### src/rtl/spy_arb_pkg.sv
// Shared types and helpers for the spy-buffer read arbiter: FSM encoding,
// stats counter width and a constant clog2 used to size source indices.
package spy_arb_pkg;

  typedef enum logic [1:0] {
    IDLE = 2'd0,
    XFER = 2'd1,
    ARB  = 2'd2
  } state_t;

  localparam int STAT_W = 32;

  function automatic int clog2(input int n);
    int r;
    r = 0;
    while ((1 << r) < n) r++;
    return r;
  endfunction

endpackage

### src/rtl/spy_read_arbiter_if.sv
// FIFO read-port bundle plus merged output stream of the spy read arbiter.
// master = arbiter side, slave = FIFOs/downstream side.
interface spy_read_arbiter_if
  import spy_arb_pkg::*;
#(
  parameter int NUM_SRC = 4,
  parameter int DSIZE   = 8
);
  localparam int SRC_W = clog2(NUM_SRC);

  logic [NUM_SRC-1:0][DSIZE-1:0] src_rdata;
  logic [NUM_SRC-1:0]            src_rempty;
  logic [NUM_SRC-1:0]            src_en;
  logic [NUM_SRC-1:0]            src_rinc;
  logic [DSIZE-1:0]              out_data;
  logic [SRC_W-1:0]              out_src;
  logic                          out_valid;
  logic                          out_ready;
  logic                          busy;

  modport master (
    input  src_rdata, src_rempty, src_en, out_ready,
    output src_rinc, out_data, out_src, out_valid, busy
  );

  modport slave (
    output src_rdata, src_rempty, src_en, out_ready,
    input  src_rinc, out_data, out_src, out_valid, busy
  );

endinterface

### src/rtl/spy_rr_pick.sv
// Combinational rotating-priority search: first requester strictly after
// 'last', wrapping around so 'last' itself is checked at lowest priority.
module spy_rr_pick
  import spy_arb_pkg::*;
#(
  parameter  int NUM_SRC = 4,
  localparam int SRC_W   = clog2(NUM_SRC)
) (
  input  logic [NUM_SRC-1:0] req,
  input  logic [SRC_W-1:0]   last,
  output logic [SRC_W-1:0]   gnt_idx,
  output logic               any
);

  logic [SRC_W-1:0] idx;

  // Walk from lowest to highest priority so the highest-priority hit wins.
  always_comb begin
    gnt_idx = '0;
    idx     = '0;
    for (int i = NUM_SRC; i >= 1; i--) begin
      idx = SRC_W'((int'(last) + i) % NUM_SRC);
      if (req[idx]) gnt_idx = idx;
    end
  end

  assign any = |req;

endmodule

### src/rtl/spy_read_arbiter.sv
// Round-robin burst drain of NUM_SRC show-ahead spy FIFOs into one registered
// tagged stream. Optional pop statistics under macro SPY_ARB_STATS_EN.
module spy_read_arbiter
  import spy_arb_pkg::*;
#(
  parameter  int NUM_SRC   = 4,
  parameter  int DSIZE     = 8,
  parameter  int MAX_BURST = 16,
  localparam int SRC_W     = clog2(NUM_SRC)
) (
  input  logic              rclk,
  input  logic              rrst,
`ifdef SPY_ARB_STATS_EN
  input  logic [SRC_W-1:0]  stat_sel,
  input  logic              stat_clr,
  output logic [STAT_W-1:0] stat_cnt,
`endif
  spy_read_arbiter_if.master bus
);

  localparam int BC_W = clog2(MAX_BURST + 1);

  state_t             state, state_nxt;
  logic [SRC_W-1:0]   last_grant, last_grant_nxt, pick_idx;
  logic [BC_W-1:0]    burst_cnt, burst_cnt_nxt;
  logic [NUM_SRC-1:0] req;
  logic               pick_any, load;

  assign req = bus.src_en & ~bus.src_rempty;

  spy_rr_pick #(.NUM_SRC(NUM_SRC)) u_pick (
    .req     (req),
    .last    (last_grant),
    .gnt_idx (pick_idx),
    .any     (pick_any)
  );

  // last_grant doubles as the active grant while in XFER.
  assign load = ~rrst & (state == XFER) & req[last_grant] & (~bus.out_valid | bus.out_ready);

  always_comb begin
    bus.src_rinc = '0;
    if (load) bus.src_rinc[last_grant] = 1'b1;
  end

  assign bus.busy = (state == XFER);

  always_ff @(posedge rclk) begin
    if (rrst) begin
      state      <= IDLE;
      last_grant <= SRC_W'(NUM_SRC - 1);
      burst_cnt  <= '0;
    end else begin
      state      <= state_nxt;
      last_grant <= last_grant_nxt;
      burst_cnt  <= burst_cnt_nxt;
    end
  end

  always_comb begin
    state_nxt      = state;
    last_grant_nxt = last_grant;
    burst_cnt_nxt  = burst_cnt;
    case (state)
      IDLE, ARB: begin
        if (pick_any) begin
          state_nxt      = XFER;
          last_grant_nxt = pick_idx;
          burst_cnt_nxt  = '0;
        end else begin
          state_nxt = IDLE;
        end
      end
      XFER: begin
        // A stalled output keeps the burst open; only pops advance the count.
        if (!req[last_grant]) begin
          state_nxt = ARB;
        end else if (load) begin
          burst_cnt_nxt = burst_cnt + 1'b1;
          if (burst_cnt == BC_W'(MAX_BURST - 1)) state_nxt = ARB;
        end
      end
      default: state_nxt = IDLE;
    endcase
  end

  always_ff @(posedge rclk) begin
    if (rrst) begin
      bus.out_valid <= 1'b0;
      bus.out_data  <= '0;
      bus.out_src   <= '0;
    end else if (load) begin
      bus.out_valid <= 1'b1;
      bus.out_data  <= bus.src_rdata[last_grant];
      bus.out_src   <= last_grant;
    end else if (bus.out_ready) begin
      bus.out_valid <= 1'b0;
    end
  end

`ifdef SPY_ARB_STATS_EN
  logic [STAT_W-1:0] pop_cnt [NUM_SRC];

  for (genvar i = 0; i < NUM_SRC; i++) begin : g_stat
    always_ff @(posedge rclk) begin
      if (rrst || stat_clr)
        pop_cnt[i] <= '0;
      else if (bus.src_rinc[i] && (pop_cnt[i] != '1))
        pop_cnt[i] <= pop_cnt[i] + 1'b1;
    end
  end

  always_ff @(posedge rclk) begin
    if (rrst) stat_cnt <= '0;
    else      stat_cnt <= pop_cnt[stat_sel];
  end
`endif

endmodule

### src/flat_wrapper.sv
// flat-port wrapper written by rule: the top's interface ports become plain ports
module spy_read_arbiter_flat import spy_arb_pkg::*;
#(
  parameter  int NUM_SRC   = 4,
  parameter  int DSIZE     = 8,
  parameter  int MAX_BURST = 16,
  localparam int SRC_W     = clog2(NUM_SRC)
)
  (rclk, rrst, bus_src_rdata, bus_src_rempty, bus_src_en, bus_out_ready, bus_src_rinc, bus_out_data, bus_out_src, bus_out_valid, bus_busy);
  spy_read_arbiter_if #(.NUM_SRC(NUM_SRC), .DSIZE(DSIZE)) bus_i ();
  input  logic rclk;
  input  logic rrst;
  input wire logic [$bits(bus_i.src_rdata)-1:0] bus_src_rdata;
  input wire logic [$bits(bus_i.src_rempty)-1:0] bus_src_rempty;
  input wire logic [$bits(bus_i.src_en)-1:0] bus_src_en;
  input wire logic [$bits(bus_i.out_ready)-1:0] bus_out_ready;
  output wire logic [$bits(bus_i.src_rinc)-1:0] bus_src_rinc;
  output wire logic [$bits(bus_i.out_data)-1:0] bus_out_data;
  output wire logic [$bits(bus_i.out_src)-1:0] bus_out_src;
  output wire logic [$bits(bus_i.out_valid)-1:0] bus_out_valid;
  output wire logic [$bits(bus_i.busy)-1:0] bus_busy;
  assign bus_i.src_rdata = bus_src_rdata;
  assign bus_i.src_rempty = bus_src_rempty;
  assign bus_i.src_en = bus_src_en;
  assign bus_i.out_ready = bus_out_ready;
  assign bus_src_rinc = bus_i.src_rinc;
  assign bus_out_data = bus_i.out_data;
  assign bus_out_src = bus_i.out_src;
  assign bus_out_valid = bus_i.out_valid;
  assign bus_busy = bus_i.busy;
  spy_read_arbiter #(.NUM_SRC(NUM_SRC), .DSIZE(DSIZE), .MAX_BURST(MAX_BURST)) u_core (.rclk(rclk), .rrst(rrst), .bus(bus_i));
endmodule
### config.mk
export PLATFORM = sky130hd
export DESIGN_NAME = spy_read_arbiter_flat
export DESIGN_NICKNAME = d
export VERILOG_FILES = /design/src/rtl/spy_arb_pkg.sv /design/src/rtl/spy_read_arbiter_if.sv /design/src/rtl/spy_rr_pick.sv /design/src/rtl/spy_read_arbiter.sv /design/src/flat_wrapper.sv
export SDC_FILE = /design/constraint.sdc
export NUM_CORES = 1
export LEC_CHECK = 0
export BUFFER_PORTS_ARGS = -buffer_cell sky130_fd_sc_hd__buf_2
export CAP_MARGIN = 30
export CORE_MARGIN = 5
export CORE_UTILIZATION = 47
export CTS_CLUSTER_DIAMETER = 40
export DETAILED_ROUTE_END_ITERATION = 12
export GPL_ROUTABILITY_DRIVEN = 0
export GPL_TIMING_DRIVEN = 0
export PLACE_DENSITY = 0.86
export SYNTH_ARGS = -nofsm -noshare
export SYNTH_HDL_FRONTEND = slang
export SYNTH_SLANG_ARGS = --single-unit
### constraint.sdc
create_clock -name rclk -period 2.6 [get_ports rclk]
set_clock_uncertainty 0.15 [all_clocks]
set_input_delay 0.13 -clock rclk [delete_from_list [all_inputs] [get_ports rclk]]
set_output_delay 0.13 -clock rclk [all_outputs]
set_load 0.01 [all_outputs]
=== Word level (Yosys, flattened, before mapping) ===
Cells that the tools add are included.

* Output and inout port bits: 16
* Bits of input ports: 43
* Word-level logic and storage cells: 72
* Register bits after elaboration: 20

* Reduce and logical (&&, ||, !) cells: 9
* Bitwise logic cells: 8
* Equal/unequal tests: 8
* Add/sub/neg operators: 5
* Order comparisons: 6
* Mux-type cells: 30

{| class="wikitable"
|+ Operators with widths
! kind !! count
|-
| $bmux W8 S2 || 1
|-
| $lt A2 B3 Y1 const B || 5
|-
| $mux W5 || 3
|-
| $mux W2 || 7
|-
| $bmux W1 S2 || 5
|-
| $pmux W5 S2 || 1
|-
| $mux W1 || 9
|-
| $mux W8 || 1
|-
| $ne A2 B1 Y1 const B || 3
|-
| $add A5 B1 Y5 const B || 1
|-
| $eq A5 B4 Y1 const B || 1
|-
| $add A2 B1 Y2 const B || 2
|-
| $add A2 B2 Y2 const B || 2
|-
| $and A4 B4 Y4 || 1
|-
| $mux W4 || 1
|-
| $not A4 Y4 || 1
|-
| $pmux W2 S2 || 1
|-
| $reduce_and A2 Y1 || 2
|-
| $reduce_and A4 Y1 || 1
|-
| $reduce_bool A2 Y1 || 2
|-
| $reduce_or A4 Y1 || 1
|-
| $and A1 B1 Y1 || 3
|-
| $ne A3 B2 Y1 const B || 1
|-
| $ne A3 B3 Y1 const B || 1
|-
| other kinds (9) || 10
|}

=== Logic depth before layout (Yosys ltp) ===
* Depth in word-level cells: 9
* Mapped depth: 9
* Gate-level depth less buffers: 7

=== Modules after synthesis ===
Synthesis repeated with hierarchy kept, for this count alone.

* Cell total of the unflattened synthesis: 136
* Area total of the unflattened synthesis: 1275.0 um2

{| class="wikitable"
|+ Modules (own cells, without submodules)
! module !! seq. area each (um2) !! cells each !! area each (um2) !! times used
|-
| spy_read_arbiter || 400.4 || 122 || 1183.6 || 1
|-
| spy_rr_pick || 0.0 || 14 || 91.3 || 1
|}

=== Worst setup path before layout ===
Ideal clock, no wire load.

* Path kind: register to register
* From: register u_core.last_grant[0]
* To: register u_core.last_grant[0]
* Clock period less this slack: 2.000 ns
* Library setup time: 0.074 ns
* Buffers on the path: 2
* Cell stages (with the launch flop): 10
* Setup slack: 0.600 ns
* Data arrival time: 1.776 ns
* Data required time: 2.376 ns
* Path through: dfxtp_1 -> buf_6 -> buf_2 -> inv_1 -> ha_1 -> inv_1 -> a2bb2oi_1 -> a221oi_1 -> nor3_1 -> a31oi_1

* Longest elaborated chain between the ends: 7
* Elaborated cells on any way between the ends: 16
* Classes of those cells: add/sub (4); mux (12)

{| class="wikitable"
|+ Ends and longest elaborated chain
! item !! RTL line !! RTL
|-
| from (decl) || spy_read_arbiter.sv:24 || <nowiki>logic [SRC_W-1:0] last_grant, last_grant_nxt, pick_idx;</nowiki>
|-
| from (signal assigned) || spy_read_arbiter.sv:51 || <nowiki>last_grant <= SRC_W'(NUM_SRC - 1);</nowiki>
|-
| from (signal assigned) || spy_read_arbiter.sv:55 || <nowiki>last_grant <= last_grant_nxt;</nowiki>
|-
| $add A2 B1 Y2 || spy_rr_pick.sv:22 || <nowiki>idx = SRC_W'((int'(last) + i) % NUM_SRC);</nowiki>
|-
| $bmux W1 S2 || spy_rr_pick.sv:23 || <nowiki>if (req[idx]) gnt_idx = idx;</nowiki>
|-
| $mux W1 (not written as such) || spy_rr_pick.sv:23 ||
|-
| $mux W2 (3 in series) || spy_rr_pick.sv:23 ||
|-
| $mux W2 * || spy_rr_pick.sv:23 ||
|}

Every way passes the cells marked *; elsewhere a longest branch is shown, timed or not. The select of a mux whose other input is x is not followed.
A chain may end at the register's enable or synchronous reset.

=== Worst setup path after layout ===
* From: register u_core.last_grant[1]
* To: output port bus_src_rinc[0]

* Longest elaborated chain between the ends: 5
* Elaborated cells on any way between the ends: 10
* Classes of those cells: order compare (2); mux (5); bitwise (2); reduce/logical (1)

{| class="wikitable"
|+ Ends and longest elaborated chain
! item !! RTL line !! RTL
|-
| $lt A2 B3 Y1 (not written as such) (tied with other cells) || spy_read_arbiter.sv:43 || <nowiki>if (load) bus.src_rinc[last_grant] = 1'b1;</nowiki>
|-
| $logic_and A1 B1 Y1 (not written as such) / $mux W1 (equally long branches) || spy_read_arbiter.sv:43, spy_read_arbiter.sv:39 ||
|-
| $mux W1 (not written as such) / $and A1 B1 Y1 (equally long branches) || spy_read_arbiter.sv:43, spy_read_arbiter.sv:39 ||
|-
| $demux W1 S2 / $and A1 B1 Y1 (equally long branches) || -- ||
|-
| $mux W4 * || spy_read_arbiter.sv:43 ||
|-
| to (decl) || flat_wrapper.sv:17 || <nowiki>output wire logic [$bits(bus_i.src_rinc)-1:0] bus_src_rinc;</nowiki>
|}

Marks and branches as above.

==> impl_metrics.env <==
export IMPL_status="finished, final reports clean"
export IMPL_maxCapViolCount=0
export IMPL_synthesis_instances=146
export IMPL_dp_worst_setup_slack_ns=0.2978
export IMPL_path_depth=7
export IMPL_register_area_um2=400.4
export IMPL_maxSlewHeadroom_pct=66.33
export IMPL_crit_path_max_fanout=10
export IMPL_wl_um=3591
export IMPL_postLayoutCoreUtil_pct=64.16
export IMPL_worst_pin_slew_ns=0.5050
export IMPL_critical_path_slowest_cell="dfxtp_1"
export IMPL_yosys_warnings=0
export IMPL_r2r_worst_path_cells=9
export IMPL_synth_compound_area_share_pct=16.98
export IMPL_clkTransAtPathRegs_ns=0.12
export IMPL_cts_tree="yes"
export IMPL_crit_family="simple AND/OR/NAND/NOR gates"
export IMPL_synth_common_cells="nand2_1, dfxtp_1, a21oi_1"
export IMPL_grt_max_degree=13
export IMPL_path_class="flop to primary output"
export IMPL_setup_viol=0
export IMPL_synth_top_area_cell="dfxtp_1"
export IMPL_rsz0062_at_grt="false"
export IMPL_wire_per_inst_um=14.90
export IMPL_final_nets=260
export IMPL_synthSimpleGateAreaFrac_pct=27.77
export IMPL_synth_area_leaders="dfxtp_1, mux4_2, nand2_1, ha_1, a21oi_1"
export IMPL_fp_dieArea_um2=4003
export IMPL_synth_top_area_share_pct=30.02
export IMPL_synth_xor_area_share_pct=0
export IMPL_max_freq_mhz=411.5
export IMPL_hold_path_class="input pin to flop"
export IMPL_grt_pass1_wl_um=5382
export IMPL_synth_edf_count=0
export IMPL_avgSynthCellArea_um2=9.135
export IMPL_synthMuxAreaShare_pct=14.54
export IMPL_syn_nets=195
export IMPL_postRouteAntennaNets=0
export IMPL_cpMostUsedCell="buf_2"
export IMPL_timing_final_ws_setup_ns=0.1697
export IMPL_vias_per_cell=5.598
export IMPL_clock_sinks=20
export IMPL_synth_adder_area_share_pct=5.629
export IMPL_netlist_area_um2=1334
export IMPL_dieHeight_um=63.27
export IMPL_endpoint="bus_src_rinc[0]"
export IMPL_required_ns=2.32
export IMPL_asyncSetResetFlopFracSynth_pct=0
export IMPL_gr_usage_all_layers_pct=16.45
export IMPL_fin_crit_ns=2.430
export IMPL_h_tree_depth=1
export IMPL_synth_distinct_cells=42
export IMPL_cts_path_max_buffers=2
export IMPL_grt_pass1_vias=1189
export IMPL_cts_hold_fix_buffers=0
export IMPL_multi_input_area_um2=887.1
export IMPL_num_vias=1349
export IMPL_crit_start="u_core.last_grant[1]"
export IMPL_synth_top_family_by_area="simple AND/OR/NAND/NOR gates"
export IMPL_layout_drive_gt1_share_pct=40.48
export IMPL_antenna_found_initial=0
export IMPL_initial_core_util_pct=48.79
export IMPL_dp_hpwl_um=2884
export IMPL_ir_drop_mv=0.3942
export IMPL_critPathMaxStageDelay_ns=0.43
export IMPL_power_density_nw_per_um2=518.4
export IMPL_r2r_start="u_core.last_grant[0]"
export IMPL_endpoint_kind="primary output"
export IMPL_final_hold_viol_count=0
export IMPL_yosys_cell_count_top_type="nand2_1"
export IMPL_post_route_period_util_pct=93.47
export IMPL_drc=0
export IMPL_fillers=225
export IMPL_leakagePower_nw=0.8111
export IMPL_reg2reg_slack_ns=0.32
export IMPL_arrival_ns=2.15
export IMPL_dr_pass1_iters=4
export IMPL_clkLatencyLatePin_ns=0.30
export IMPL_io_buffers=57
export IMPL_path_cells="buf_6, nor4b_4, nor4_2, nor3_4, buf_2, and2_1, buf_2"
export IMPL_ys_flop_type="dfxtp_1"
export IMPL_rr_endpoint="u_core.last_grant[0]"
export IMPL_cp_num_buf_inv=3
export IMPL_rows=19
export IMPL_yosysSeqAreaShare_pct=30.02
export IMPL_setup_tns_ns=0
export IMPL_root_buffer="clkbuf_4"
export IMPL_die_w_um=63.27
export IMPL_setup_worst_path_start_class="flop"
export IMPL_cts_inserted_buffers=3
export IMPL_grt_ovfl_total=0
export IMPL_io_pins=59
export IMPL_ys_ff_latch=20
export IMPL_final_max_slew_viol_count=0
export IMPL_syn_to_final_growth_pct=31.52
export IMPL_drtIter0Drc=91
export IMPL_core_area_um2=2734
export IMPL_diodes=0
## kinds of logic (layout without fill, tap and decap cells)
logic type      after synthesis  after routing
buf+inv                      13             77
compound gates               33             33
fa+ha+maj                     6              6
mux                           9              9
flops                        20             20
simple gates                 65             65
## flip-flops by register name, indices dropped and copies added (netlist names)
register,count
u_core.bus.out_src,2
u_core.burst_cnt,5
u_core.bus.out_data,8
u_core.state,2
u_core.bus.out_valid,1
u_core.last_grant,2
## placed cells by master, fill, tap and decap left out, types with 2 or more instances in the layout
cell and n:
a211oi_1 2, clkbuf_4 3, a31oi_1 2, inv_1 4, a2bb2oi_1 2, nor2_1 7, clkbuf_1 3, nor2b_1 3
a21oi_1 14, o21ai_0 3, nand2_1 29, buf_4 3, nand2b_1 7, mux4_2 7, nor3_1 2, o21ai_1 3
ha_1 6, dfxtp_1 20, buf_2 60, buf_6 2, and2_1 4
## layout make-up
cell class	instances	area share, %
multi-input cells	113	50.57
flip-flops and latches	20	22.82
repair buffers	60	17.55
plain buffers	9	2.996
well taps	31	2.211
clock inverters	1	1.712
clock buffers	3	1.284
inverters	4	0.8559
## worst register-to-register path: stages (launching register included)
cell	delay (ns)
dfxtp_1	0.40
buf_6	0.19
buf_2	0.26
inv_1	0.16
ha_1	0.37
inv_1	0.07
a2bb2oi_1	0.14
a221oi_1	0.25
nor3_1	0.08
a31oi_1	0.15
## worst min-delay path by stage
stage                     slack [ns]           startpoint                    to  depth (start not counted)
after global placement          0.29  u_core.burst_cnt[4]   u_core.burst_cnt[4]                          2
after detailed placement        0.29  u_core.burst_cnt[4]   u_core.burst_cnt[4]                          2
after global routing             0.1        bus_out_ready  u_core.bus.out_valid                          3
final                           0.06                 rrst  u_core.bus.out_valid                          2
after CTS                       0.06                 rrst  u_core.bus.out_valid                          2
after floorplan                 0.27        bus_out_ready  u_core.bus.out_valid                          2
## power breakdown
part           internal [mW]  total, mW  switching (mW)  leakage, nW
clock network          0.156      0.251          0.0954       0.0279
registers              0.323      0.341          0.0182        0.162
logic                  0.160      0.317           0.157        0.621
## per-layer routing
| metal | share of wire, % | global-route usage (%) | up-vias |
|---|---|---|---|
| met3 | 4.7 | 1.954 | 6 |
| li1 | - | - | 658 |
| met1 | 40 | 20.53 | 641 |
| met2 | 54 | 28.85 | 44 |
| met4 | 1.3 | 5.974 | 0 |
| met5 | 0 | 0 | - |
## stage by stage
step / hold slack (ns) / cell area (µm²) / power [mW] / std cells
finish: 0.06198 / 1754 / 0.9093 / 241
global route: 0.09849 / 1754 / 0.9531 / 241
CTS: 0.06283 / 1717 / 0.9016 / 238
detailed placement: 0.2934 / 1658 / 0.6531 / 234
global placement: 0.2881 / 1658 / 0.6470 / 234
floorplan: 0.2670 / 1334 / 0.5676 / 146
## timing repair
action                                  CTS  global route
endpoints found under the setup margin    2             2
gates resized for setup                   1             2
buffers inserted                          0             3
pin swaps                                 1             1
No activity file was read; power rests on OpenSTA's default activity.
